## config.mk

```make
export PLATFORM = sky130hd
export DESIGN_NAME = gshare_predictor
export DESIGN_NICKNAME = d
export VERILOG_FILES = /design/src/rtl/gshare_predictor.sv
export SDC_FILE = /design/constraint.sdc
export NUM_CORES = 1
export LEC_CHECK = 0
export ABC_AREA = 1
export CAP_MARGIN = 20
export CELL_PAD_IN_SITES_DETAIL_PLACEMENT = 1
export CELL_PAD_IN_SITES_GLOBAL_PLACEMENT = 1
export CORE_ASPECT_RATIO = 1.25
export CORE_MARGIN = 5
export CORE_UTILIZATION = 37
export CTS_CLUSTER_SIZE = 28
export DETAILED_ROUTE_END_ITERATION = 7
export PLACE_DENSITY_LB_ADDON = 0.1
export SYNTH_ARGS = -nofsm -noshare
export SYNTH_HDL_FRONTEND = slang
export SYNTH_SLANG_ARGS = --single-unit
```

## constraint.sdc

```tcl
create_clock -name clock -period 8.2 [get_ports clock]
set_input_delay 1.64 -clock clock [delete_from_list [all_inputs] [get_ports clock]]
set_output_delay 1.64 -clock clock [all_outputs]
set_load 0.02 [all_outputs]
```

## src/rtl/gshare_predictor.sv

```systemverilog
// rtl/gshare_predictor.sv - tagged saturating-counter direction predictor, bimodal or gshare indexed
// Fetch lookup is combinational; execute trains the table and repairs the speculative history.
module gshare_predictor #(
  parameter int XLEN      = 32,
  parameter int ENTRIES   = 16,
  parameter int CTR_BITS  = 2,
  parameter int HIST_BITS = 4,
  parameter int TAG_BITS  = 8,
  parameter int GSHARE    = 1
) (
  input  logic                 clock,
  input  logic                 reset,
  input  logic [XLEN-1:0]      if_pc,
  input  logic                 if_spec_update,
  input  logic                 ex_valid,
  input  logic [XLEN-1:0]      ex_pc,
  input  logic [HIST_BITS-1:0] ex_ghr,
  input  logic                 ex_taken,
  input  logic                 ex_mispredict,
  output logic                 predict_taken,
  output logic                 hit,
  output logic [HIST_BITS-1:0] if_ghr,
  output logic [31:0]          alloc_count,
  output logic [31:0]          mispredict_count
);

  localparam int IDX_BITS = $clog2(ENTRIES);
  localparam logic [CTR_BITS-1:0] CTR_MAX    = {CTR_BITS{1'b1}};
  localparam logic [CTR_BITS-1:0] CTR_WEAK_T = CTR_BITS'(2 ** (CTR_BITS - 1));
  localparam logic [CTR_BITS-1:0] CTR_WEAK_N = CTR_BITS'(2 ** (CTR_BITS - 1) - 1);

  logic                 r_valid [ENTRIES];
  logic [TAG_BITS-1:0]  r_tag   [ENTRIES];
  logic [CTR_BITS-1:0]  r_ctr   [ENTRIES];
  logic [HIST_BITS-1:0] r_ghr;
  logic [31:0]          r_alloc_count;
  logic [31:0]          r_mispredict_count;

  logic [IDX_BITS-1:0]  w_if_hist;
  logic [IDX_BITS-1:0]  w_ex_hist;
  logic [IDX_BITS-1:0]  w_if_idx;
  logic [IDX_BITS-1:0]  w_ex_idx;
  logic [TAG_BITS-1:0]  w_if_tag;
  logic [TAG_BITS-1:0]  w_ex_tag;
  logic                 w_if_hit;
  logic                 w_ex_hit;
  logic                 w_if_pred;
  logic [HIST_BITS:0]   w_ghr_rec;
  logic [HIST_BITS:0]   w_ghr_spec;
  logic                 w_unused_pc;

  // History is zero-extended into the index width before the XOR; the tag never sees history.
  always_comb begin
    w_if_hist = '0;
    w_ex_hist = '0;
    w_if_hist[HIST_BITS-1:0] = r_ghr;
    w_ex_hist[HIST_BITS-1:0] = ex_ghr;
    w_if_idx = if_pc[IDX_BITS+1:2];
    w_ex_idx = ex_pc[IDX_BITS+1:2];
    if (GSHARE != 0) begin
      w_if_idx = w_if_idx ^ w_if_hist;
      w_ex_idx = w_ex_idx ^ w_ex_hist;
    end
    w_if_tag  = if_pc[TAG_BITS+IDX_BITS+1:IDX_BITS+2];
    w_ex_tag  = ex_pc[TAG_BITS+IDX_BITS+1:IDX_BITS+2];
    w_if_hit  = r_valid[w_if_idx] && (r_tag[w_if_idx] == w_if_tag);
    w_ex_hit  = r_valid[w_ex_idx] && (r_tag[w_ex_idx] == w_ex_tag);
    w_if_pred = w_if_hit && r_ctr[w_if_idx][CTR_BITS-1];
  end

  // Shift-in via a one-bit-wider concat so HIST_BITS=1 needs no special case.
  assign w_ghr_rec   = {ex_ghr, ex_taken};
  assign w_ghr_spec  = {r_ghr, w_if_pred};
  assign w_unused_pc = ^{if_pc, ex_pc, w_ghr_rec[HIST_BITS], w_ghr_spec[HIST_BITS]};

  always_ff @(posedge clock) begin
    if (reset) begin
      for (int i = 0; i < ENTRIES; i++) begin
        r_valid[i] <= 1'b0;
        r_tag[i]   <= '0;
        r_ctr[i]   <= '0;
      end
      r_ghr              <= '0;
      r_alloc_count      <= '0;
      r_mispredict_count <= '0;
    end else begin
      if (ex_valid) begin
        if (w_ex_hit) begin
          if (ex_taken && (r_ctr[w_ex_idx] != CTR_MAX))
            r_ctr[w_ex_idx] <= r_ctr[w_ex_idx] + 1'b1;
          else if (!ex_taken && (r_ctr[w_ex_idx] != '0))
            r_ctr[w_ex_idx] <= r_ctr[w_ex_idx] - 1'b1;
        end else begin
          r_valid[w_ex_idx] <= 1'b1;
          r_tag[w_ex_idx]   <= w_ex_tag;
          r_ctr[w_ex_idx]   <= ex_taken ? CTR_WEAK_T : CTR_WEAK_N;
          r_alloc_count     <= r_alloc_count + 32'd1;
        end
      end
      // Mispredict recovery wins over a same-cycle fetch shift.
      if (ex_valid && ex_mispredict) begin
        r_ghr              <= w_ghr_rec[HIST_BITS-1:0];
        r_mispredict_count <= r_mispredict_count + 32'd1;
      end else if (if_spec_update) begin
        r_ghr <= w_ghr_spec[HIST_BITS-1:0];
      end
    end
  end

  assign predict_taken    = w_if_pred;
  assign hit              = w_if_hit;
  assign if_ghr           = r_ghr;
  assign alloc_count      = r_alloc_count;
  assign mispredict_count = r_mispredict_count;

endmodule

```

# Word-level counts from Yosys, hierarchy flattened
# Memory sizes are Yosys's and may differ from the RTL's.
# Index checks and enable logic that the tools add are counted.
[classes]
addsub = 4
eq_ne = 3
muxes = 31
bitwise_logic = 5
reduce_logical = 13
[ops]
columns = ["operator", "count"]
rows = [
  ["adder 32 x 1 -> 32 bit (second input constant)", 2],
  ["two-way mux 1 bit", 21],
  ["two-way mux 4 bit", 5],
  ["equality test 8 bit", 2],
  ["two-way mux 2 bit", 4],
  ["two-way mux 8 bit", 1],
  ["OR reduction 8 bit", 1],
  ["bitwise XOR 4 bit", 2],
  ["logical AND 1 bit", 6],
  ["nonzero test 2 bit", 2],
  ["adder 2 x 1 -> 2 bit (second input constant)", 1],
  ["!= test 2 bit (second input constant)", 1],
  ["bitwise OR 1 bit", 2],
  ["AND reduction 2 bit", 1],
  ["OR reduction 2 bit", 1],
  ["subtractor 2 x 1 -> 2 bit (second input constant)", 1],
  ["zero test 1 bit", 1],
  ["NOT 1 bit", 1],
  ["OR reduction 1 bit", 1],
]
[word_totals]
reg_bits = 68
ram_bits = 176
elab_cells = 62
mem_count = 3
[mem_list]
columns = ["name", "depth", "width", "rd", "rd_ports_with_merged_regs", "write_ports", "line_no", "source"]
rows = [
  ["r_tag", 16, 8, 2, 0, 16, "33", "logic [TAG_BITS-1:0] r_tag [ENTRIES];"],
  ["r_ctr", 16, 2, 2, 0, 16, "34", "logic [CTR_BITS-1:0] r_ctr [ENTRIES];"],
  ["r_valid", 16, 1, 2, 0, 16, "32", "logic r_valid [ENTRIES];"],
]

# Depth between registers and ports, before layout
# An unclocked memory read counts as a cell.
[logic_depth]
ltp_word = 14
depth_mapped = 23
depth_no_buf = 21

# Worst setup path before layout
# OpenSTA, ideal clock, no wires.
[synth_path]
kind = "input to output"
from = "in if_pc[2]"
to = "out predict_taken"
arrival_time_ns = 3.652
required_ns = 6.560
setup_slack_ns = 2.908
cell_stages = 12
n_path_buf = 3
path_cell_list = "inv_1 > nand2_1 > nand2_1 > clkbuf_1 > clkbuf_1 > buf_1 > nand2_1 > o211ai_1 > nand3_1 > o211ai_1 > nand2_1 > nor3_1"
[synth_via]
elab_chain_cells = 5
word_cells_on_any_way = 7
classes_between = "eq/ne (1); bitwise (1); reduce/logical (2); memory (3)"
[synth_rtl]
columns = ["element", "line_no", "source"]
rows = [
  ["from (decl)", "13", "input logic [XLEN-1:0] if_pc,"],
  ["bitwise XOR 4 bit *", "61", "w_if_idx = w_if_idx ^ w_if_hist;"],
  ["memory read (16 x 8 bit)", "--", ""],
  ["equality test 8 bit", "66", "w_if_hit = r_valid[w_if_idx] && (r_tag[w_if_idx] == w_if_tag);"],
  ["logical AND 1 bit", "66", ""],
  ["logical AND 1 bit *", "68", "w_if_pred = w_if_hit && r_ctr[w_if_idx][CTR_BITS-1];"],
  ["to (decl)", "20", "output logic predict_taken,"],
]
# Every way passes the cells marked *; elsewhere a longest branch is shown, timed or not.

# Final worst setup path
# Ends and elaborated chain as after synthesis.

==> metrics <==
Tcrit/Tclk final=0.867; Final WS setup=1.09 ns; dpl ws=approximately 1.2 ns; Detailed Place HPWL=34.8 mm; Max Slew Vio Count=0; final wirelength=about 51 mm; Cell variety after synth=40; Post-DRT Antenna Nets=0; final clock skew=between 0.01 and 0.015 ns; Pleak=7.03 nW; wl on met1=20.5 mm; GPL Wtd Cong=between 0.8 and 0.9; # hold bufs at CTS=0; crit path time final=approximately 7 ns; row count=80; Congestion Overflow GR=0; largest net degree at the start of global routing=70; I/O pin count=about 140; largest area contributor in the netlist=edfxtp_1; routed vias=between 10000 and 15000; cell count after placement=roughly 2500; Initial Util=0.374; Total Power=between 0.003 and 0.004 W; most numerous cell in the Yosys netlist=nand2_1; CP Capture Type=output pin; Synth Cell Area=between 10000 and 15000 um^2; setup TNS=0 ns; Finished Core Util=0.436; Hold Crit Class=reg -> reg; synth top area cells=edfxtp_1 (34%), nand2_1 (17%), dfxtp_1 (12%); Clock transition at path regs=0.06 ns; antenna cells=0; DRC violations left=0; cell count after synthesis=~2000; crit-path max FO=between 50 and 60; TritonRoute pass-1 iters=5; routed length per placed instance=around 20 um; Die Ht=about 230 um; clk_lat worst skew=0.56 ns; Max IR drop VDD=roughly 0.15 mV; Avg Cell Area, Syn=approximately 7.2 um^2; Post-CTS Resized=0; CTS HTree Levels=1; Die Area=42800 um^2; chip width=186 um; first-pass GRT wire length=78.0 mm; WL met2=about 26 mm; synth-to-layout area growth=16.4%; Max-Slew Margin vs Limit=0.392; startpoint types=input pin; Fmax=~140 MHz; Hold Vio Cnt, Final=0; # port buffers=103; worst-margin pin slew=0.911 ns; gr usage total=0.234; worst-case clock buffer depth=3; final setup fails=0; Synth Register Bits=244; antenna violations before repair=0; Synth top area share=0.336; PwrDens=between 150 and 200 nW/um^2; CP arrival=~5.5 ns; DR WL met3=around 1.9 mm; WS Path Type=in -> out; CTS buffer count=27; total core area=between 30000 and 40000 um^2; top layer in use=met4; CTS Root Cell=clkbuf_16; Post CTS Setup Buffer Count=0; Syn Nets=about 2100; vias in the first global route=14183; critical path required time=6.56 ns; Initial DRC Count=648; RSZ-0062 raised after global routing=no; Top FF cell, synth=edfxtp_1; average vias per placed instance=5.25; share of layout cells above drive strength 1=0.0616; final std cells w/o fill=approximately 2600; Commonest cells post-synth=nand2_1 (658), nor2_1 (261), inv_1 (219); status=completed; Max Cap Viol=0; post-synthesis sequential area ratio=0.453; clock sinks=about 240; CTS tree=done; EDFF count, synth=between 150 and 200; Synth warnings=0; ys async rst share=0; Layout Nets=roughly 2100
[worst max-delay path: stages]
cell and delay (ns):
clkdlybuf4s50_1 0.46, inv_1 0.09, nand2_1 0.09, nand2_4 0.51
buf_4 0.50, o211ai_1 0.13, nand3_1 0.18, nand3_1 0.11
o21ai_0 0.24, o21ai_0 0.19, nor2_1 0.12, nand3_1 0.23
nor3_1 0.28, clkdlybuf4s50_1 0.70
[power breakdown]
| part | total (W) | switching (W) | leakage (nW) | internal (W) |
|---|---|---|---|---|
| combinational | 0.000551 | 0.000398 | 4.35 | 0.000153 |
| sequential | 0.00138 | 0.0000228 | 2.23 | 0.00136 |
| clock | 0.00126 | 0.000519 | 0.449 | 0.000745 |
[registers in the layout, indices dropped and copies added (netlist names)]
register	cells
alloc_count	32
if_ghr	4
mispredict_count	32
r_ctr	32
r_tag	128
r_valid	16
[metal layers]
metal / track usage / vias to the layer above
li1: - / 6480
met1: 0.273 / 6574
met3: 0.0248 / 82
met5: 0 / -
met2: 0.435 / 267
met4: 0.0859 / 0
[per-stage QoR]
stage / area, um^2 / hold WS [ns]
after floorplan: 14300 / 0.451
after global placement: 15800 / 0.467
after detailed placement: 15800 / 0.474
after CTS: 16700 / 0.484
after global routing: 16700 / 0.506
final: 16700 / 0.475
[kinds of logic (layout without fill, tap and decap cells)]
kind of cell / count (synthesis) / in the layout / synth area share
adders and majority gates: 2 / 2 / 0.00175
DFF: 244 / 244 / 0.453
buffers and inverters: 321 / 406 / 0.0909
AOI/OAI and AO/OA: 240 / 240 / 0.0994
xor gates and xnor gates: 43 / 43 / 0.0263
and+or+nand+nor: 1127 / 1127 / 0.329
[cell usage in the layout (no fill, tap or decap), types with 2 or more instances in the layout]
| cell type | Yosys | routed |
|---|---|---|
| nand2_1 | 658 | 656 |
| nor2_1 | 261 | 261 |
| inv_1 | 219 | 219 |
| edfxtp_1 | 160 | 160 |
| clkdlybuf4s50_1 | 0 | 102 |
| nand3_1 | 90 | 90 |
| dfxtp_1 | 84 | 84 |
| o211ai_1 | 74 | 74 |
| a21oi_1 | 71 | 71 |
| o21ai_0 | 65 | 65 |
| nor3_1 | 39 | 39 |
| xor2_1 | 31 | 30 |
| clkbuf_16 | 0 | 27 |
| nand2_4 | 18 | 20 |
| buf_4 | 6 | 19 |
| o21ai_1 | 17 | 17 |
| nor4_1 | 16 | 16 |
| nor2_2 | 12 | 12 |
| nand2_2 | 11 | 11 |
| xnor2_1 | 12 | 9 |
| nand4_1 | 9 | 9 |
| clkinv_1 | 6 | 8 |
| inv_2 | 7 | 8 |
| clkinv_2 | 0 | 6 |
| o21a_1 | 5 | 5 |
| o22ai_1 | 4 | 4 |
| nand3b_1 | 4 | 4 |
| bufinv_16 | 0 | 4 |
| xnor2_2 | 0 | 3 |
| nor3b_1 | 3 | 3 |
| clkinv_4 | 0 | 3 |
| nor2_4 | 2 | 2 |
| ha_1 | 2 | 2 |
| clkbuf_1 | 53 | 2 |
| clkbuf_4 | 0 | 2 |
[final timing paths]
path                          end            startpoint  depth (start not counted)  slack, ns
max                 predict_taken              if_pc[2]                         14       1.09
min          mispredict_count[29]  mispredict_count[29]                          2       0.47
max reg2reg             if_ghr[0]             if_ghr[0]                         14       4.86
min reg2reg  mispredict_count[29]  mispredict_count[29]                          2       0.47
[layout make-up]
class                      count  area [um^2]
timing repair buffer         124         1200
fill                        4790        21600
inverter                     233          877
clock inverter                17          195
tap                          492          616
sequential                   244         6490
multi-input combinational   1412         6590
clock buffer                  32          712
Note: power is estimated with default switching activity, not from simulation.
